--- src/rtl/serial_link_pkg.sv ---
// Shared definitions for the serial byte link (transmitter and receiver sides).
package serial_link_pkg;
   typedef enum logic {HUNT, SHIFT} rx_state_t;
   localparam int WIDTH_DEF     = 8;
   localparam bit MSB_FIRST_DEF = 1'b1;
endpackage

--- src/rtl/rx_shift_core.sv ---
// Shift register and bit counter for the receiver; flags the edge that completes a word.
module rx_shift_core #(
   parameter int WIDTH     = 8,
   parameter bit MSB_FIRST = 1'b1,
   localparam int CW       = $clog2(WIDTH)
) (
   input  logic             clk,
   input  logic             clr,
   input  logic             run,
   input  logic             en,
   input  logic             si,
   input  logic             sync,
   output logic [WIDTH-1:0] word,
   output logic             done,
   output logic [CW-1:0]    bit_cnt
);
   logic [WIDTH-1:0] sh, base;
   logic             last;

   // sync starts from an empty register so the current bit becomes bit 0
   assign base = sync ? '0 : sh;
   assign word = MSB_FIRST ? {base[WIDTH-2:0], si} : {si, base[WIDTH-1:1]};
   assign last = (bit_cnt == CW'(WIDTH-1));
   assign done = run & en & ~sync & last;

   always_ff @(posedge clk or posedge clr) begin
      if (clr) begin
         sh      <= '0;
         bit_cnt <= '0;
      end else if (sync) begin
         sh      <= en ? word : '0;
         bit_cnt <= en ? CW'(1) : '0;
      end else if (run && en) begin
         sh      <= word;
         bit_cnt <= last ? '0 : bit_cnt + CW'(1);
      end
   end
endmodule

--- src/rtl/serial_byte_rx.sv ---
// Serial-to-parallel receiver: frames WIDTH-bit words from a strobed bit stream and
// presents them on a valid/ready port with sticky overrun detection.
module serial_byte_rx
   import serial_link_pkg::*;
#(
   parameter int WIDTH     = WIDTH_DEF,
   parameter bit MSB_FIRST = MSB_FIRST_DEF
) (
   input  logic                     clk,
   input  logic                     clr,
   input  logic                     en,
   input  logic                     si,
   input  logic                     sync,
   output logic [WIDTH-1:0]         dout,
   output logic                     dout_valid,
   input  logic                     dout_ready,
   output logic                     overrun,
   input  logic                     overrun_clr,
   output logic [$clog2(WIDTH)-1:0] bit_cnt
);
   rx_state_t        state;
   logic [WIDTH-1:0] word;
   logic             done, accept, room;

   rx_shift_core #(.WIDTH(WIDTH), .MSB_FIRST(MSB_FIRST)) u_core (
      .clk     (clk),
      .clr     (clr),
      .run     (state == SHIFT),
      .en      (en),
      .si      (si),
      .sync    (sync),
      .word    (word),
      .done    (done),
      .bit_cnt (bit_cnt)
   );

   assign accept = dout_valid & dout_ready;
   assign room   = ~dout_valid | dout_ready;

   always_ff @(posedge clk or posedge clr) begin
      if (clr) begin
         state      <= HUNT;
         dout       <= '0;
         dout_valid <= 1'b0;
         overrun    <= 1'b0;
      end else begin
         if (sync) state <= SHIFT;
         if (done && room) begin
            dout       <= word;
            dout_valid <= 1'b1;
         end else if (accept) begin
            dout_valid <= 1'b0;
         end
         // a fresh drop on the clearing edge must stay visible
         if (done && !room)    overrun <= 1'b1;
         else if (overrun_clr) overrun <= 1'b0;
      end
   end
endmodule
--- config.mk ---
export PLATFORM = sky130hd
export DESIGN_NAME = serial_byte_rx
export DESIGN_NICKNAME = d
export VERILOG_FILES = /design/src/rtl/serial_link_pkg.sv /design/src/rtl/rx_shift_core.sv /design/src/rtl/serial_byte_rx.sv
export SDC_FILE = /design/constraint.sdc
export NUM_CORES = 1
export LEC_CHECK = 0
export ABC_AREA = 1
export BUFFER_PORTS_ARGS = -buffer_cell sky130_fd_sc_hd__buf_2
export CELL_PAD_IN_SITES_DETAIL_PLACEMENT = 0
export CELL_PAD_IN_SITES_GLOBAL_PLACEMENT = 2
export CORE_ASPECT_RATIO = 1.5
export CORE_MARGIN = 1.5
export CORE_UTILIZATION = 30
export CTS_CLUSTER_SIZE = 8
export DETAILED_ROUTE_END_ITERATION = 10
export GPL_ROUTABILITY_DRIVEN = 0
export GPL_TIMING_DRIVEN = 1
export PLACE_DENSITY_LB_ADDON = 0.1
export SYNTH_ARGS = -nofsm -noshare
export SYNTH_HDL_FRONTEND = slang
export SYNTH_SLANG_ARGS = --single-unit
--- constraint.sdc ---
create_clock -name clk -period 1.4 [get_ports clk]
set_input_delay 0.28 -clock clk [delete_from_list [all_inputs] [get_ports clk]]
set_output_delay 0.28 -clock clk [all_outputs]
set_load 0.02 [all_outputs]
======== Yosys cells after proc, flatten, opt, wreduce, memory -nomap -nowiden ========
Cells that the tools add are included.
storage, ports and cells
  bits in registers ....................... 21
  output and inout bits ................... 13
cells by class
  mux-type cells .......................... 12
  add/sub/neg operators ................... 1
  bitwise operators ....................... 7
  equality and inequality tests ........... 1
  reductions and logical operators ........ 7
operator list
  cell                   count
  $mux W7                4
  $mux W3                3
  $reduce_bool A2 Y1     3
  $mux W1                5
  $and A1 B1 Y1          4
  $add A3 B1 Y3 const B  1
  $eq A3 B3 Y1 const B   1
  $logic_and A1 B1 Y1    3
  $not A1 Y1             2
  $logic_not A1 Y1       1
  $or A1 B1 Y1           1

======== Depth between registers and ports, before layout ========
  depth after elaboration ................. 5
  depth in mapped cells ................... 6

======== Cells and area by module ========
From an unflattened synthesis, not the netlist that was laid out.
unflattened totals
  cell total of the unflattened synthesis .. 107
  area total of the unflattened synthesis .. 1059.8 um2
by module, submodules not included
  module          seq. area each (um2)  instances  cells an instance  area an instance (um2)
  rx_shift_core   250.2                 1          61                 550.5
  serial_byte_rx  275.3                 1          46                 509.2

======== Worst setup path before layout ========
No wires, ideal clock.
  kind .................................... register to register
  start ................................... register u_core.bit_cnt[0]
  end ..................................... register u_core.bit_cnt[0]
  arrival time ............................ 1242 ps
  data required time ...................... 1332 ps
  path slack .............................. 90 ps
  library setup time ...................... 68 ps
  clock period less this slack ............ 1310 ps
  cell stages (with the launch flop) ...... 7
  path buffers ............................ 1
  cell sequence ........................... dfrtp_1 ha_1 ha_1 buf_2 nor2_1 nand2_1 nand3_1
on the way
  word-level cells in the longest chain between the ends .. 4
  elaborated cells between the ends (all ways) .. 5
RTL lines
  item                                           line                                      RTL
  from (decl)                                    rx_shift_core.sv:15                       output logic [CW-1:0] bit_cnt
  from (signal assigned)                         rx_shift_core.sv:32                       bit_cnt <= en ? CW'(1) : '0;
  from (signal assigned)                         rx_shift_core.sv:35                       bit_cnt <= last ? '0 : bit_cnt + CW'(1);
  $add A3 B1 Y3 or $eq A3 B3 Y1 (tied branches)  rx_shift_core.sv:35, rx_shift_core.sv:23
  $mux W3 (*)                                    rx_shift_core.sv:35
  $mux W3 (*)                                    rx_shift_core.sv:33                       end else if (run && en) begin
  $mux W3 (*)                                    rx_shift_core.sv:30                       end else if (sync) begin
Mark *: on every way between the ends. The rest lies on a longest branch, timed or not. The select of a mux whose other input is x is not followed.
A chain may end at the register's enable or synchronous reset.

======== Final worst setup path ========
  start ................................... register u_core.bit_cnt[0]
  end ..................................... register dout[3]
on the way
  word-level cells in the longest chain between the ends .. 3
RTL lines
  item                  line                  RTL
  $eq A3 B3 Y1          rx_shift_core.sv:23   assign last = (bit_cnt == CW'(WIDTH-1));
  $and A1 B1 Y1         rx_shift_core.sv:24   assign done = run & en & ~sync & last;
  $logic_and A1 B1 Y1   serial_byte_rx.sv:48  if (done && room) begin
  to (signal assigned)  serial_byte_rx.sv:49  dout <= word;
  to (decl)             serial_byte_rx.sv:14  output logic [WIDTH-1:0] dout,
No other way between the ends.

==> results.rst <==
.. list-table::
   :header-rows: 1

   * - Metric
     - Value
   * - Most common cell after layout, fill and taps aside
     - sky130_fd_sc_hd__nand2_1
   * - Worst EP arrival
     - 1.45 ns
   * - Sequential share of the synthesized area
     - 56.7%
   * - Class of the tightest hold or removal check
     - input pin to async pin
   * - Detailed placer's ending HPWL
     - 1420 microns
   * - Final Skew
     - 0.00213 ns
   * - Via total after detailed routing
     - 744
   * - Final clock period utilization by the worst path
     - 93.0%
   * - Wire length of the first global-routing pass
     - 3310 microns
   * - Average cell area after synthesis
     - 8.83 sq um
   * - Result of the run
     - completed
   * - Overall routed net length
     - 1880 microns
   * - Highest cell delay on the worst timing path
     - 0.41 ns
   * - Register-to-register setup slack
     - 0.1 ns
   * - Endpoint of the worst-slack reg-to-reg timing path
     - dout[3]$_DFFE_PP0P_
   * - Placeable core region
     - 2910 sq um
   * - Highest clock rate
     - 768 MHz
   * - Area of the die
     - 3440 sq um
   * - Post-Route M1 WL
     - 821 microns
   * - Gates resized, CTS repair
     - 0
   * - Total number of H-tree levels
     - 1
   * - FF-to-FF path depth
     - 5
   * - Portion of total power attributed to sequential cells
     - 55.9%
   * - Switching Share
     - 24.0%
   * - Share of power burned in the clock network
     - 34.7%
   * - Remaining number of nets flagged by the antenna check after routing
     - 0
   * - Gate family responsible for the most delay along the worst path
     - adder cells
   * - RR Startpoint
     - u_core.bit_cnt[0]$_DFFE_PP0P_
   * - Routed length on met2
     - 958 microns
   * - Std cell rows
     - 24
   * - Clock insertion delay at the later pin of the skew report
     - 0.26 ns
   * - CP startpoint kind
     - flop
   * - Endpoints failing hold
     - 0
   * - Pin count of the biggest net entering global routing
     - 22
   * - Number of inserted diodes
     - 0
   * - Setup total negative slack
     - 0 ns
   * - Final cell count without fillers
     - 167
   * - Ordered list of cells on the worst path
     - ha_1, ha_1, buf_4, nand4_1, nand2_1
   * - Total power per unit cell area
     - 1010 nW/um^2
   * - Number of clock sinks
     - 21
   * - Worst voltage drop across the vdd grid
     - 438 uV
   * - Net switching component of the power
     - 271 uW
   * - Number of max-cap violations
     - 0
   * - Uppermost layer routed
     - met4
   * - Synth-to-Final Area Change
     - 20.8%
   * - Number of hold buffers added after cts
     - 0
   * - Post-CTS setup buffers
     - 0
   * - Mapped Cells
     - 105
   * - Number of DRC violations after detailed-routing iteration 0
     - 17
   * - Commonest cells after routing, fill and taps aside
     - 32 x sky130_fd_sc_hd__nand2_1, 21 x sky130_fd_sc_hd__dfrtp_1, 19 x sky130_fd_sc_hd__buf_2
   * - Share of cells above drive strength 1
     - 23.4%
   * - DR vias/cell
     - 4.46
   * - Detail-routed net length per standard cell
     - 11.3 microns
   * - Bufs and invs on worst path
     - 1
   * - IO buf count
     - 19
   * - Data required, critical path
     - 1.55 ns
   * - Transition time at the pin with the least slew margin
     - 0.276 ns
   * - Top cell type by total area after synthesis
     - sky130_fd_sc_hd__dfrtp_1
   * - Via count of the first global-routing pass
     - 703
   * - All-Layer GR Usage
     - 12.7%
   * - Unrepaired setup endpoints after global routing
     - no
   * - Height of the die
     - 71.1 microns
   * - Clock period minus final worst setup slack
     - 1.30 ns
   * - Clock tree root driver cell
     - sky130_fd_sc_hd__clkbuf_8
   * - Number of antenna violations at the first check in global routing
     - 0
   * - Number of warning messages in the yosys log
     - 0
   * - Internal power component
     - 858 uW
   * - Max FO, Critical Path
     - 7
   * - Fraction of power consumed by combinational cells
     - 9.4%
   * - Boundary pin count
     - 20
   * - Horizontal die dimension
     - 48.4 microns
   * - Length of the first detailed-routing pass in iterations
     - 4
   * - Met3 wire length
     - 63 microns
   * - Critical path's slowest cell
     - sky130_fd_sc_hd__dfrtp_1
   * - Remaining global-route overflow
     - 0
   * - Slew Viols, Final
     - 0
   * - Finish-stage setup viols
     - 0
   * - Number of DRC violations after detailed routing
     - 0
   * - Cell repeated most along the worst path
     - sky130_fd_sc_hd__ha_1
   * - Starting density of the core
     - 31.8%
   * - Maximum buffer depth of the clock tree
     - 2
   * - Summed instance area of the synthesized netlist
     - 927 sq um
   * - Nets
     - 138
   * - Number of buffers inserted during clock tree synthesis
     - 3
   * - DP Cell Count
     - 163
   * - Ranking of synthesized cells by area
     - sky130_fd_sc_hd__dfrtp_1 57%, sky130_fd_sc_hd__nand2_1 13%, sky130_fd_sc_hd__nand4_1 5.4%, sky130_fd_sc_hd__inv_1 4.9%, sky130_fd_sc_hd__o21ai_0 3.8%
   * - Nature of the critical path endpoint
     - flop
   * - Slew margin rel.
     - 81.6%
   * - Yosys reg bits
     - 21
   * - Static leakage
     - 0.000616 uW
   * - Clock-pin slew of the registers on the worst-case setup and hold paths
     - 0.07 ns
   * - Startpoint-to-endpoint class of the critical path
     - flop to flop
   * - TritonCTS clock tree
     - yes
   * - Proportion of netlist area held by the largest area contributor
     - 56.7%
   * - Distinct cell type count of the synthesized netlist
     - 15
   * - Synth Net Count
     - 114
state kept, by name (all words and copies together), names as in the netlist:
signal,flops
dout,8
u_core.sh,7
u_core.bit_cnt,3
dout_valid,1
overrun,1
state,1
power groups by stage:
stage	combinational, uW	clock [uW]	sequential, uW
finish	107	392	631
global route	124	448	633
CTS	110	412	631
detailed placement	109	0	643
global placement	109	0	643
floorplan	56.5	0	655
Yosys cell counts:
library cell / count
sky130_fd_sc_hd__nand2_1: 32
sky130_fd_sc_hd__dfrtp_1: 21
sky130_fd_sc_hd__inv_1: 12
sky130_fd_sc_hd__nand4_1: 8
sky130_fd_sc_hd__nor2_1: 8
sky130_fd_sc_hd__o21ai_0: 7
sky130_fd_sc_hd__nand3_1: 5
sky130_fd_sc_hd__buf_2: 3
sky130_fd_sc_hd__ha_1: 2
sky130_fd_sc_hd__nand2_2: 2
sky130_fd_sc_hd__buf_6: 1
sky130_fd_sc_hd__nand3_2: 1
sky130_fd_sc_hd__nor2_4: 1
sky130_fd_sc_hd__o21ai_1: 1
sky130_fd_sc_hd__or2_1: 1
stage by stage:
| step | utilization, % | hold WS [ns] | total power, uW | area, sq um | setup WS [ns] |
|---|---|---|---|---|---|
| after CTS | 38.4 | 0.0553 | 1150 | 1120 | 0.0897 |
| after floorplan | - | 0.257 | 712 | 927 | 0.0899 |
| after detailed placement | 36.9 | 0.334 | 752 | 1070 | 0.0999 |
| after global routing | 38.4 | 0.0736 | 1200 | 1120 | 0.0161 |
| final | 38.4 | 0.0485 | 1130 | 1120 | 0.0986 |
| after global placement | 36.9 | 0.330 | 752 | 1070 | 0.134 |
cell type report:
cell class,count,area (sq um)
sequential,21,526
fill,326,1790
inverter,12,45.0
clock buffer,4,45.0
tap,39,48.8
multi-input combinational,68,330
timing repair buffer,23,125
metal layers:
metal  track usage (%)  vias to the layer above
li1                  -                      377
met1              16.1                      348
met2              20.4                       15
met3              1.90                        4
met4              7.62                        0
met5                 0                        -
logic make-up after synthesis:
logic type	after synthesis	share of synthesized area (%)
AND/OR/NAND/NOR	58	28.6
flip-flops	21	56.7
buffers and inverters	16	7.69
AO/OA/AOI/OAI	8	4.32
adder cells (fa/ha/maj)	2	2.70
worst min-delay path, stage by stage:
cell and delay (ns):
sky130_fd_sc_hd__buf_2 0.09, sky130_fd_sc_hd__inv_1 0.05, sky130_fd_sc_hd__buf_4 0.27
how the worst max path moves through the flow:
stage | start | slack [ns] | depth (start not counted) | endpoint
2_1_floorplan | u_core.bit_cnt[0]$_DFFE_PP0P_ | 0.09 | 6 | u_core.bit_cnt[0]$_DFFE_PP0P_
3_3_place_gp | u_core.bit_cnt[0]$_DFFE_PP0P_ | 0.13 | 5 | dout[3]$_DFFE_PP0P_
3_5_place_dp | u_core.bit_cnt[0]$_DFFE_PP0P_ | 0.1 | 5 | dout[3]$_DFFE_PP0P_
4_1_cts | u_core.bit_cnt[0]$_DFFE_PP0P_ | 0.09 | 5 | dout[3]$_DFFE_PP0P_
5_1_grt | u_core.bit_cnt[0]$_DFFE_PP0P_ | 0.02 | 5 | dout[5]$_DFFE_PP0P_
6_report | u_core.bit_cnt[0]$_DFFE_PP0P_ | 0.1 | 5 | dout[3]$_DFFE_PP0P_
Note: power is estimated with default switching activity, not from simulation.
